## src/rtl/cdb_arbiter_if.sv

```systemverilog
// Producer request lanes and CDB broadcast outputs of the CDB arbiter.
// The master side is the producer/snooper environment; the slave side is the arbiter.
interface cdb_arbiter_if #(
    parameter int unsigned NREQ    = 2,
    parameter int unsigned ROBEN_W = 5,
    parameter int unsigned DATA_W  = 32,
    parameter int unsigned SRC_W   = (NREQ > 1) ? $clog2(NREQ) : 1
);
    logic [NREQ-1:0]         req_valid;
    logic [NREQ*ROBEN_W-1:0] req_roben;
    logic [NREQ*DATA_W-1:0]  req_data;
    logic [NREQ-1:0]         req_exception;
    logic [NREQ-1:0]         req_ready;
    logic                    cdb_valid;
    logic [ROBEN_W-1:0]      cdb_roben;
    logic [DATA_W-1:0]       cdb_data;
    logic                    cdb_exception;
    logic [SRC_W-1:0]        cdb_src;
    logic [31:0]             contention_cycles;

    modport master (
        output req_valid, req_roben, req_data, req_exception,
        input  req_ready, cdb_valid, cdb_roben, cdb_data, cdb_exception, cdb_src,
        input  contention_cycles
    );

    modport slave (
        input  req_valid, req_roben, req_data, req_exception,
        output req_ready, cdb_valid, cdb_roben, cdb_data, cdb_exception, cdb_src,
        output contention_cycles
    );
endinterface

```

## src/rtl/cdb_arbiter.sv

```systemverilog
// Common data bus arbiter: one small result FIFO per producer, drained round-robin
// (one head per cycle) onto a registered single-slot CDB broadcast.
module cdb_arbiter #(
    parameter int unsigned NREQ    = 2,
    parameter int unsigned QDEPTH  = 2,
    parameter int unsigned ROBEN_W = 5,
    parameter int unsigned DATA_W  = 32
) (
    input  logic         clk,
    input  logic         rst,
    input  logic         flush,
    cdb_arbiter_if.slave bus
);
    localparam int unsigned SRC_W = (NREQ > 1) ? $clog2(NREQ) : 1;
    localparam int unsigned SUM_W = SRC_W + 1;
    localparam int unsigned PTR_W = $clog2(QDEPTH);
    localparam int unsigned CNT_W = $clog2(QDEPTH + 1);

    logic [ROBEN_W-1:0] mem_roben_q [NREQ][QDEPTH];
    logic [DATA_W-1:0]  mem_data_q  [NREQ][QDEPTH];
    logic               mem_exc_q   [NREQ][QDEPTH];

    logic [NREQ-1:0][PTR_W-1:0] head_q, head_d;
    logic [NREQ-1:0][PTR_W-1:0] tail_q, tail_d;
    logic [NREQ-1:0][CNT_W-1:0] count_q, count_d;
    logic [SRC_W-1:0]           rr_ptr_q, rr_ptr_d;
    logic                       cdb_valid_q, cdb_valid_d;
    logic [ROBEN_W-1:0]         cdb_roben_q, cdb_roben_d;
    logic [DATA_W-1:0]          cdb_data_q, cdb_data_d;
    logic                       cdb_exc_q, cdb_exc_d;
    logic [SRC_W-1:0]           cdb_src_q, cdb_src_d;
    logic [31:0]                contention_q, contention_d;

    logic [NREQ-1:0] nonempty;
    logic [NREQ-1:0] ready;
    logic [NREQ-1:0] push;
    logic [NREQ-1:0] pop;
    logic            grant_found;
    logic [SRC_W-1:0] grant_idx;
    logic [SUM_W-1:0] cand;

    // Ready depends on registered occupancy only; a same-cycle pop never raises it.
    always_comb begin
        nonempty = '0;
        ready    = '0;
        push     = '0;
        for (int unsigned i = 0; i < NREQ; i++) begin
            nonempty[i] = (count_q[i] != '0);
            ready[i]    = (count_q[i] != CNT_W'(QDEPTH));
            push[i]     = bus.req_valid[i] && ready[i] && !flush &&
                          (bus.req_roben[i*ROBEN_W +: ROBEN_W] != '0);
        end
    end

    // Scan from rr_ptr upward, wrapping mod NREQ; first non-empty queue wins.
    always_comb begin
        grant_found = 1'b0;
        grant_idx   = '0;
        cand        = '0;
        for (int unsigned off = 0; off < NREQ; off++) begin
            cand = {1'b0, rr_ptr_q} + SUM_W'(off);
            if (cand >= SUM_W'(NREQ)) begin
                cand = cand - SUM_W'(NREQ);
            end
            if (!grant_found && nonempty[cand[SRC_W-1:0]]) begin
                grant_found = 1'b1;
                grant_idx   = cand[SRC_W-1:0];
            end
        end
    end

    always_comb begin
        pop = '0;
        if (grant_found && !flush) begin
            pop[grant_idx] = 1'b1;
        end

        for (int unsigned i = 0; i < NREQ; i++) begin
            head_d[i]  = head_q[i] + PTR_W'(pop[i]);
            tail_d[i]  = tail_q[i] + PTR_W'(push[i]);
            count_d[i] = count_q[i] + CNT_W'(push[i]) - CNT_W'(pop[i]);
        end

        cdb_valid_d = 1'b0;
        cdb_roben_d = '0;
        cdb_data_d  = '0;
        cdb_exc_d   = 1'b0;
        cdb_src_d   = cdb_src_q;
        rr_ptr_d    = rr_ptr_q;

        if (flush) begin
            head_d   = '0;
            tail_d   = '0;
            count_d  = '0;
            rr_ptr_d = '0;
        end else if (grant_found) begin
            cdb_valid_d = 1'b1;
            cdb_roben_d = mem_roben_q[grant_idx][head_q[grant_idx]];
            cdb_data_d  = mem_data_q[grant_idx][head_q[grant_idx]];
            cdb_exc_d   = mem_exc_q[grant_idx][head_q[grant_idx]];
            cdb_src_d   = grant_idx;
            rr_ptr_d    = (grant_idx == SRC_W'(NREQ - 1)) ? '0 : grant_idx + 1'b1;
        end

        // Counted on pre-update occupancy, and deliberately not cleared by flush.
        contention_d = contention_q + 32'($countones(nonempty) >= 2);
    end

    // Queue storage needs no reset: occupancy alone decides what is live.
    always_ff @(posedge clk) begin
        for (int unsigned i = 0; i < NREQ; i++) begin
            if (push[i]) begin
                mem_roben_q[i][tail_q[i]] <= bus.req_roben[i*ROBEN_W +: ROBEN_W];
                mem_data_q[i][tail_q[i]]  <= bus.req_data[i*DATA_W +: DATA_W];
                mem_exc_q[i][tail_q[i]]   <= bus.req_exception[i];
            end
        end
    end

    always_ff @(posedge clk) begin
        if (!rst) begin
            head_q       <= '0;
            tail_q       <= '0;
            count_q      <= '0;
            rr_ptr_q     <= '0;
            cdb_valid_q  <= 1'b0;
            cdb_roben_q  <= '0;
            cdb_data_q   <= '0;
            cdb_exc_q    <= 1'b0;
            cdb_src_q    <= '0;
            contention_q <= '0;
        end else begin
            head_q       <= head_d;
            tail_q       <= tail_d;
            count_q      <= count_d;
            rr_ptr_q     <= rr_ptr_d;
            cdb_valid_q  <= cdb_valid_d;
            cdb_roben_q  <= cdb_roben_d;
            cdb_data_q   <= cdb_data_d;
            cdb_exc_q    <= cdb_exc_d;
            cdb_src_q    <= cdb_src_d;
            contention_q <= contention_d;
        end
    end

    assign bus.req_ready         = ready;
    assign bus.cdb_valid         = cdb_valid_q;
    assign bus.cdb_roben         = cdb_roben_q;
    assign bus.cdb_data          = cdb_data_q;
    assign bus.cdb_exception     = cdb_exc_q;
    assign bus.cdb_src           = cdb_src_q;
    assign bus.contention_cycles = contention_q;
endmodule

```

## src/flat_wrapper.sv

```systemverilog
// flat-port wrapper written by rule: the top's interface ports become plain ports
module cdb_arbiter_flat 
#(
    parameter int unsigned NREQ    = 2,
    parameter int unsigned QDEPTH  = 2,
    parameter int unsigned ROBEN_W = 5,
    parameter int unsigned DATA_W  = 32
)
  (clk, rst, flush, bus_req_valid, bus_req_roben, bus_req_data, bus_req_exception, bus_req_ready, bus_cdb_valid, bus_cdb_roben, bus_cdb_data, bus_cdb_exception, bus_cdb_src, bus_contention_cycles);
  cdb_arbiter_if #(.NREQ(NREQ), .ROBEN_W(ROBEN_W), .DATA_W(DATA_W)) bus_i ();
  input  logic clk;
  input  logic rst;
  input  logic flush;
  input wire logic [$bits(bus_i.req_valid)-1:0] bus_req_valid;
  input wire logic [$bits(bus_i.req_roben)-1:0] bus_req_roben;
  input wire logic [$bits(bus_i.req_data)-1:0] bus_req_data;
  input wire logic [$bits(bus_i.req_exception)-1:0] bus_req_exception;
  output wire logic [$bits(bus_i.req_ready)-1:0] bus_req_ready;
  output wire logic [$bits(bus_i.cdb_valid)-1:0] bus_cdb_valid;
  output wire logic [$bits(bus_i.cdb_roben)-1:0] bus_cdb_roben;
  output wire logic [$bits(bus_i.cdb_data)-1:0] bus_cdb_data;
  output wire logic [$bits(bus_i.cdb_exception)-1:0] bus_cdb_exception;
  output wire logic [$bits(bus_i.cdb_src)-1:0] bus_cdb_src;
  output wire logic [$bits(bus_i.contention_cycles)-1:0] bus_contention_cycles;
  assign bus_i.req_valid = bus_req_valid;
  assign bus_i.req_roben = bus_req_roben;
  assign bus_i.req_data = bus_req_data;
  assign bus_i.req_exception = bus_req_exception;
  assign bus_req_ready = bus_i.req_ready;
  assign bus_cdb_valid = bus_i.cdb_valid;
  assign bus_cdb_roben = bus_i.cdb_roben;
  assign bus_cdb_data = bus_i.cdb_data;
  assign bus_cdb_exception = bus_i.cdb_exception;
  assign bus_cdb_src = bus_i.cdb_src;
  assign bus_contention_cycles = bus_i.contention_cycles;
  cdb_arbiter #(.NREQ(NREQ), .QDEPTH(QDEPTH), .ROBEN_W(ROBEN_W), .DATA_W(DATA_W)) u_core (.clk(clk), .rst(rst), .flush(flush), .bus(bus_i));
endmodule
```

## config.mk

```make
export PLATFORM = sky130hd
export DESIGN_NAME = cdb_arbiter_flat
export DESIGN_NICKNAME = d
export VERILOG_FILES = /design/src/rtl/cdb_arbiter_if.sv /design/src/rtl/cdb_arbiter.sv /design/src/flat_wrapper.sv
export SDC_FILE = /design/constraint.sdc
export NUM_CORES = 1
export LEC_CHECK = 0
export BUFFER_PORTS_ARGS = -buffer_cell sky130_fd_sc_hd__buf_2
export CORE_UTILIZATION = 35
export CTS_CLUSTER_SIZE = 20
export DETAILED_ROUTE_END_ITERATION = 8
export PLACE_DENSITY = 0.53
export SLEW_MARGIN = 10
export SYNTH_ARGS = -nofsm -noshare
export SYNTH_HDL_FRONTEND = slang
export SYNTH_SLANG_ARGS = --single-unit
```

## constraint.sdc

```tcl
create_clock -name clk -period 4.2 [get_ports clk]
set_input_delay 0 -clock clk [delete_from_list [all_inputs] [get_ports clk]]
set_output_delay 0 -clock clk [all_outputs]
set_load 0.005 [all_outputs]
```

==> results.sh, run 1 <==
export IMPL_cts_buffers=25
export IMPL_cts_num_sinks=233
export IMPL_peakVddDrop_uv=263
export IMPL_ys_flop_type="edfxtp_1"
export IMPL_detailed_place_hpwl_um=12100
export IMPL_status="finished clean"
export IMPL_vias_per_cell=4.93
export IMPL_fin_nets=898
export IMPL_async_reset_ff_frac=0
export IMPL_syn2layout_area_growth_pct=32.0
export IMPL_num_rows=56
export IMPL_totalWireLength_um=20200
export IMPL_antennaDiodeCount=0
export IMPL_fin_tns_setup_ns=0
export IMPL_synth_fp_nets=660
export IMPL_worstMarginPinSlew_ns=1.03
export IMPL_leakagePower_uw=0.00442
export IMPL_use_met1=0.207
export IMPL_slowest_delay_ns=0.79
export IMPL_ys_seq_area_frac=0.736
export IMPL_cp_top_family="simple AND/OR/NAND/NOR gates"
export IMPL_coreArea_mm2=0.0235
export IMPL_postSynthAreaPerCell_um2=14.8
export IMPL_drtIter0Drc=345
export IMPL_grt_overflow_total=0
export IMPL_grt_pass1_wl_um=31100
export IMPL_clockBufferDepth=3
export IMPL_initial_utilization=0.357
export IMPL_crit_required_ns=4.63
export IMPL_drive_gt1_frac=0.249
export IMPL_slew_headroom=0.313
export IMPL_r2r_end="u_core.bus.contention_cycles[28]"
export IMPL_netlist_area_mm2=0.00841
export IMPL_final_setup_skew_ns=0.00921
export IMPL_reg2reg_depth=8
export IMPL_critPathLaunchType="flop"
export IMPL_min_from="bus_req_valid[0]"
export IMPL_vias=5639
export IMPL_maxCapViolCount=0
export IMPL_min_period_ns=2.73
export IMPL_wl_per_cell_um=17.7
export IMPL_max_freq_mhz=366
export IMPL_worst_path_max_fanout=14
export IMPL_critPathBufInv=0
export IMPL_drtAntennaViolNets=0
export IMPL_instances_no_fill=1143
export IMPL_die_height_um=157
export IMPL_die_area_mm2=0.0247
export IMPL_drcViolationCount=0
export IMPL_clk_latency_ns=0.51
export IMPL_whs_ns=0.125
export IMPL_r2r_start="u_core.count_q[1]"
export IMPL_first_global_vias=5748
export IMPL_numPortBuffers=154
export IMPL_cp_end_kind="flop"
export IMPL_setup_violations=0
export IMPL_whs_path_depth=5
export IMPL_hp_class="input pin to flop"
export IMPL_antenna_found_initial=0
export IMPL_r2r_slack_ns=1.47
export IMPL_min_period_over_period=0.651
export IMPL_final_cell_mix="154 x buf_2, 152 x edfxtp_1, 81 x dfxtp_1, 79 x dlygate4sd3_1, 38 x mux2i_1"
export IMPL_cts_tree="done"
export IMPL_powerDensity_mw_per_mm2=439
export IMPL_cts_root_buf="clkbuf_16"
export IMPL_gr_usage_met2=0.283
export IMPL_ys_types=40
export IMPL_grt_total_usage=0.164
export IMPL_gp_congestion=0.804
export IMPL_busiest_layer="met2"
export IMPL_synth_cells=568
export IMPL_crit_slowest_cell="or4_1"
export IMPL_cts_setup_buffers=0
export IMPL_cp_startpoint="u_core.count_q[1]"
export IMPL_path_cells="nor2_1, nor2_1, ha_1, ha_1, nand3_1, or4_1, or4_1, a21oi_1"
export IMPL_crit_arrival_ns=3.16
export IMPL_holdPathEnd="u_core.tail_q[0]"
export IMPL_grtUsageMet3=0.0396
export IMPL_rsz0062_at_grt="no"
export IMPL_grt_max_degree=40
export IMPL_synth_edf_count=152
export IMPL_report_final_slew_viol_count=0
export IMPL_criticalPathCategory="flop to flop"
export IMPL_ys_warn_count=0
export IMPL_fp_dieW_um=157
export IMPL_drt_pass1_iterations=6
export IMPL_ys_seq_elements=233
export IMPL_pin_count=155
export IMPL_dp_cells=1019
export IMPL_clk_pin_slew_ns=0.06
export IMPL_mostFrequentLayoutCell="buf_2"
export IMPL_hold_viol=0
export IMPL_htreeDepth=1
[where the power goes]
part           leakage [uW]  switching (uW)  internal [uW]
combinational       0.00200             146            134
clock              0.000372             834           1240
sequential          0.00205            17.3           2500
[logic make-up (layout without fill, tap and decap cells)]
kind of cell,Yosys count,after routing,synth area share
buf+inv,43,299,0.0210
mux,38,38,0.0452
simple gates,103,103,0.0684
flops,233,233,0.736
compound gates,124,124,0.0967
fa+ha+maj,11,11,0.0164
xor+xnor,16,16,0.0167
[cell usage after synthesis, types with 7 or more instances]
library cell / n / area, um^2
a211oi_1: 7 / 52.6
a21oi_1: 21 / 105
a22oi_1: 35 / 263
clkbuf_1: 19 / 71.3
dfxtp_1: 81 / 1620
edfxtp_1: 152 / 4560
ha_1: 11 / 138
inv_1: 14 / 52.6
mux2i_1: 38 / 380
nand2_1: 12 / 45.0
nand3_1: 11 / 55.1
nand4_1: 7 / 43.8
nor2_1: 24 / 90.1
o21ai_0: 8 / 40.0
o22ai_1: 35 / 219
o31ai_1: 11 / 82.6
or3_1: 9 / 56.3
or4_1: 12 / 90.1
xnor2_1: 7 / 61.3
xor2_1: 9 / 78.8
[tightest hold or removal path, stage by stage]
cell and delay (ns):
buf_2 0.10, nand3b_1 0.08, a21oi_1 0.08, ha_2 0.25, nor2_1 0.08
[per-stage QoR]
step / setup WS (ns) / utilization / total power [uW] / instance area [um^2]
global placement: 1.61 / 0.405 / 2790 / 9540
floorplan: 1.91 / - / 2680 / 8410
finish: 1.47 / 0.472 / 4880 / 11100
CTS: 1.49 / 0.472 / 4940 / 11100
global route: 1.25 / 0.472 / 5060 / 11100
detailed placement: 1.50 / 0.405 / 2800 / 9540
[sequential cells by signal, indices dropped and copies added, names as in the netlist]
name and cells:
u_core.rr_ptr_q 1, u_core.head_q 2, u_core.bus.cdb_data 32, u_core.bus.cdb_src 1, u_core.mem_exc_q 4, u_core.count_q 4
u_core.mem_data_q 128, u_core.mem_roben_q 20, u_core.bus.cdb_exception 1, u_core.bus.cdb_valid 1, u_core.bus.cdb_roben 5, u_core.tail_q 2
u_core.bus.contention_cycles 32
[cell type report]
class	instances	area, um^2
tap	319	399
fill	2138	12400
clock buffer	37	681
inverter	14	52.6
multi-input combinational	292	2080
clock inverter	8	93.8
sequential	233	6190
timing repair buffer	240	1610
[layer usage]
| metal | vias up | routed length [um] |
|---|---|---|
| met5 | - | 0 |
| met4 | 0 | 345 |
| met2 | 175 | 9800 |
| met1 | 2756 | 8670 |
| met3 | 29 | 1430 |
| li1 | 2679 | - |
[how the worst max path moves through the flow]
| stage | slack (ns) | cells past startpoint | to |
|---|---|---|---|
| final | 1.47 | 8 | u_core.bus.contention_cycles[28] |
| after CTS | 1.49 | 8 | u_core.bus.contention_cycles[28] |
| after detailed placement | 1.50 | 8 | u_core.bus.contention_cycles[28] |
| after global placement | 1.61 | 8 | u_core.bus.contention_cycles[28] |
| after floorplan | 1.91 | 11 | u_core.count_q[3] |
| after global routing | 1.25 | 8 | u_core.bus.contention_cycles[28] |
[timing repair]
action                    CTS  global route
hold buffers               79             0
hold endpoints to repair  157             0
resized for setup           0             0
(Power assumes the default switching activity.)
==> inputs of run 2 (changes only) <==
--- a/config.mk
+++ b/config.mk
@@ -5,6 +5,7 @@
 export SDC_FILE = /design/constraint.sdc
 export NUM_CORES = 1
 export LEC_CHECK = 0
+export ABC_AREA = 1
 export BUFFER_PORTS_ARGS = -buffer_cell sky130_fd_sc_hd__buf_2
 export CORE_UTILIZATION = 35
 export CTS_CLUSTER_SIZE = 20
==> constraint.sdc (replaced) <==
create_clock -name clk -period 2.53 [get_ports clk]
set_input_delay 0 -clock clk [delete_from_list [all_inputs] [get_ports clk]]
set_output_delay 0 -clock clk [all_outputs]
set_load 0.005 [all_outputs]
==> results.sh, run 2 <==
export IMPL_switching_power_uw=1910
export IMPL_min_from="bus_req_valid[1]"
export IMPL_switching_share=0.225
export IMPL_setup_violations=0
export IMPL_clk_pin_slew_ns=0.06
export IMPL_syn2layout_area_growth_pct=29.5
export IMPL_power_clock_fraction=0.421
export IMPL_drive_gt1_frac=0.176
export IMPL_gp_congestion=0.834
export IMPL_detailed_place_hpwl_um=14200
export IMPL_cts_root_buf="clkbuf_16"
export IMPL_vias=7155
export IMPL_whs_ns=0.0309
export IMPL_r2r_end="u_core.bus.contention_cycles[21]"
export IMPL_ys_seq_area_frac=0.648
export IMPL_path_cells="nor2_1, a21oi_1, ha_1, nand2_1, nor2_2, nand2_1, nor2_2, nand2_1, nand2_1, nand2_1, nor2_1"
export IMPL_reg2reg_depth=11
export IMPL_clockBufferDepth=3
export IMPL_synthTopCellsByCount="406 x nand2_1, 152 x edfxtp_1, 149 x nor2_1"
export IMPL_coreArea_mm2=0.0269
export IMPL_ys_seq_elements=233
export IMPL_sequentialPowerShare=0.495
export IMPL_crit_top_cell="nand2_1"
export IMPL_wl_per_cell_um=13.6
export IMPL_worst_slack_ns=0.583
export IMPL_mostFrequentLayoutCell="nand2_1"
export IMPL_synth_cells=1032
export IMPL_ys_flop_type="edfxtp_1"
export IMPL_netlist_top_cell_by_area="edfxtp_1"
export IMPL_cts_num_sinks=233
export IMPL_max_freq_mhz=513
export IMPL_worst_path_max_fanout=6
export IMPL_antenna_found_initial=2
export IMPL_slowest_delay_ns=0.40
export IMPL_ys_warn_count=0
export IMPL_fin_nets=1366
export IMPL_cp_end_kind="flop"
export IMPL_hold_viol=0
export IMPL_final_cell_mix="406 x nand2_1, 154 x buf_2, 152 x edfxtp_1, 149 x nor2_1, 121 x inv_1"
export IMPL_peakVddDrop_uv=444
export IMPL_largest_reg_flops=128
export IMPL_min_period_over_period=0.770
export IMPL_cp_top_family="simple AND/OR/NAND/NOR gates"
export IMPL_crit_required_ns=2.99
export IMPL_initial_utilization=0.355
export IMPL_worstMarginPinSlew_ns=0.884
export IMPL_powerDensity_mw_per_mm2=686
export IMPL_synth_top_area_frac=0.478
export IMPL_report_final_slew_viol_count=0
export IMPL_synth_most_common_cell="nand2_1"
export IMPL_async_reset_ff_frac=0
export IMPL_drtAntennaViolNets=0
export IMPL_min_period_ns=1.95
export IMPL_nFillCells=2588
export IMPL_status="finished clean"
export IMPL_fin_tns_setup_ns=0
export IMPL_r2r_start="u_core.count_q[3]"
export IMPL_die_area_mm2=0.0279
export IMPL_slew_headroom=0.410
export IMPL_ys_top_cells_by_area="edfxtp_1 48%, dfxtp_1 17%, nand2_1 16%, nor2_1 5.9%, inv_1 4.8%"
export IMPL_cts_tree="done"
export IMPL_clk_latency_ns=0.52
export IMPL_criticalPathCategory="flop to flop"
export IMPL_holdPathEnd="u_core.tail_q[1]"
export IMPL_crit_arrival_ns=2.40
export IMPL_critPathBufInv=0
export IMPL_postSynthAreaPerCell_um2=9.25
export IMPL_die_height_um=167
export IMPL_netlist_area_mm2=0.00955
export IMPL_totalWireLength_um=22200
export IMPL_grt_total_usage=0.158
export IMPL_grt_overflow_total=0
export IMPL_final_setup_skew_ns=0.00736
export IMPL_numPortBuffers=154
export IMPL_whs_path_depth=5
export IMPL_drt_pass1_iterations=5
export IMPL_first_global_vias=6784
export IMPL_critPathLaunchType="flop"
export IMPL_num_rows=60
export IMPL_synth_edf_count=152
export IMPL_grt_pass1_wl_um=34600
export IMPL_crit_slowest_cell="dfxtp_1"
export IMPL_place_ws_ns=0.560
export IMPL_p_comb_frac=0.085
export IMPL_cts_buffers=26
export IMPL_htreeDepth=1
export IMPL_leakagePower_uw=0.00554
export IMPL_fp_dieW_um=167
export IMPL_pin_count=155
export IMPL_synth_fp_nets=1124
export IMPL_r2r_slack_ns=0.58
export IMPL_ys_types=27
export IMPL_cp_startpoint="u_core.count_q[3]"
export IMPL_intPower_uw=6570
export IMPL_drcViolationCount=0
export IMPL_cts_resized=0
export IMPL_grt_max_degree=79
export IMPL_maxCapViolCount=0
export IMPL_hp_class="input pin to flop"
export IMPL_drtIter0Drc=328
export IMPL_rsz0062_at_grt="no"
export IMPL_vias_per_cell=4.37
-- run 2: what timing repair did --
action	CTS	global route
endpoints found under the setup margin	0	0
hold buffers	79	0
buffers inserted	0	0
endpoints found under the hold margin	174	0
-- run 2: metal layers --
metal | part of all wire | GRT usage | vias to the layer above
li1 | - | - | 3687
met1 | 0.46 | 0.202 | 3263
met2 | 0.46 | 0.271 | 170
met3 | 0.060 | 0.0317 | 35
met4 | 0.021 | 0.0451 | 0
met5 | 0 | 0 | -
-- run 2: worst max path at each step --
| stage | endpoint | slack, ns | depth (start not counted) |
|---|---|---|---|
| 6_report | u_core.bus.contention_cycles[21] | 0.58 | 11 |
| 5_1_grt | u_core.bus.contention_cycles[21] | 0.32 | 11 |
| 4_1_cts | u_core.bus.contention_cycles[21] | 0.55 | 10 |
| 3_5_place_dp | u_core.bus.contention_cycles[21] | 0.56 | 10 |
| 3_3_place_gp | u_core.bus.contention_cycles[21] | 0.62 | 10 |
| 2_1_floorplan | u_core.mem_data_q[1][0] | 0.51 | 5 |
-- run 2: metrics by stage --
stage / util / std cells / instance area, um^2 / power [uW]
6_report: 0.460 / 1636 / 12400 / 8480
5_1_grt: 0.460 / 1636 / 12400 / 8820
4_1_cts: 0.460 / 1634 / 12400 / 8590
3_5_place_dp: 0.400 / 1508 / 10700 / 4910
3_3_place_gp: 0.400 / 1508 / 10700 / 4900
2_1_floorplan: - / 1032 / 9550 / 4680
-- run 2: cells by family (layout without fill, tap and decap cells) --
family / Yosys count / in the layout / share of synthesized area
flip-flops: 233 / 233 / 0.648
AO/OA/AOI/OAI: 34 / 34 / 0.0201
XOR/XNOR: 9 / 9 / 0.00826
other: 0 / 2 / 0
buffers and inverters: 155 / 416 / 0.0693
adder cells (fa/ha/maj): 11 / 11 / 0.0144
AND/OR/NAND/NOR: 590 / 590 / 0.240
-- run 2: layout make-up --
cell class	instances	area, um^2	area share
Timing Repair Buffer	245	1740	0.141
Clock buffer	35	726	0.0587
Sequential cell	233	6190	0.500
Multi-Input combinational cell	644	2720	0.220
Clock inverter	12	95.1	0.00769
Tap cell	341	427	0.0345
Antenna cell	2	5.00	0.000405
Inverter	124	465	0.0376
-- run 2: power by group through the flow --
| stage | combinational (uW) | sequential, uW | clock [uW] |
|---|---|---|---|
| global route | 818 | 4200 | 3800 |
| detailed placement | 630 | 4280 | 0 |
| global placement | 620 | 4280 | 0 |
| floorplan | 396 | 4280 | 0 |
| finish | 718 | 4200 | 3570 |
| CTS | 733 | 4200 | 3660 |
-- run 2: worst register-to-register path, stage by stage, from the launching register on --
cell	delay, ns
dfxtp_1	0.40
nor2_1	0.11
a21oi_1	0.21
ha_1	0.22
nand2_1	0.11
nor2_2	0.18
nand2_1	0.11
nor2_2	0.24
nand2_1	0.11
nand2_1	0.07
nand2_1	0.04
nor2_1	0.08
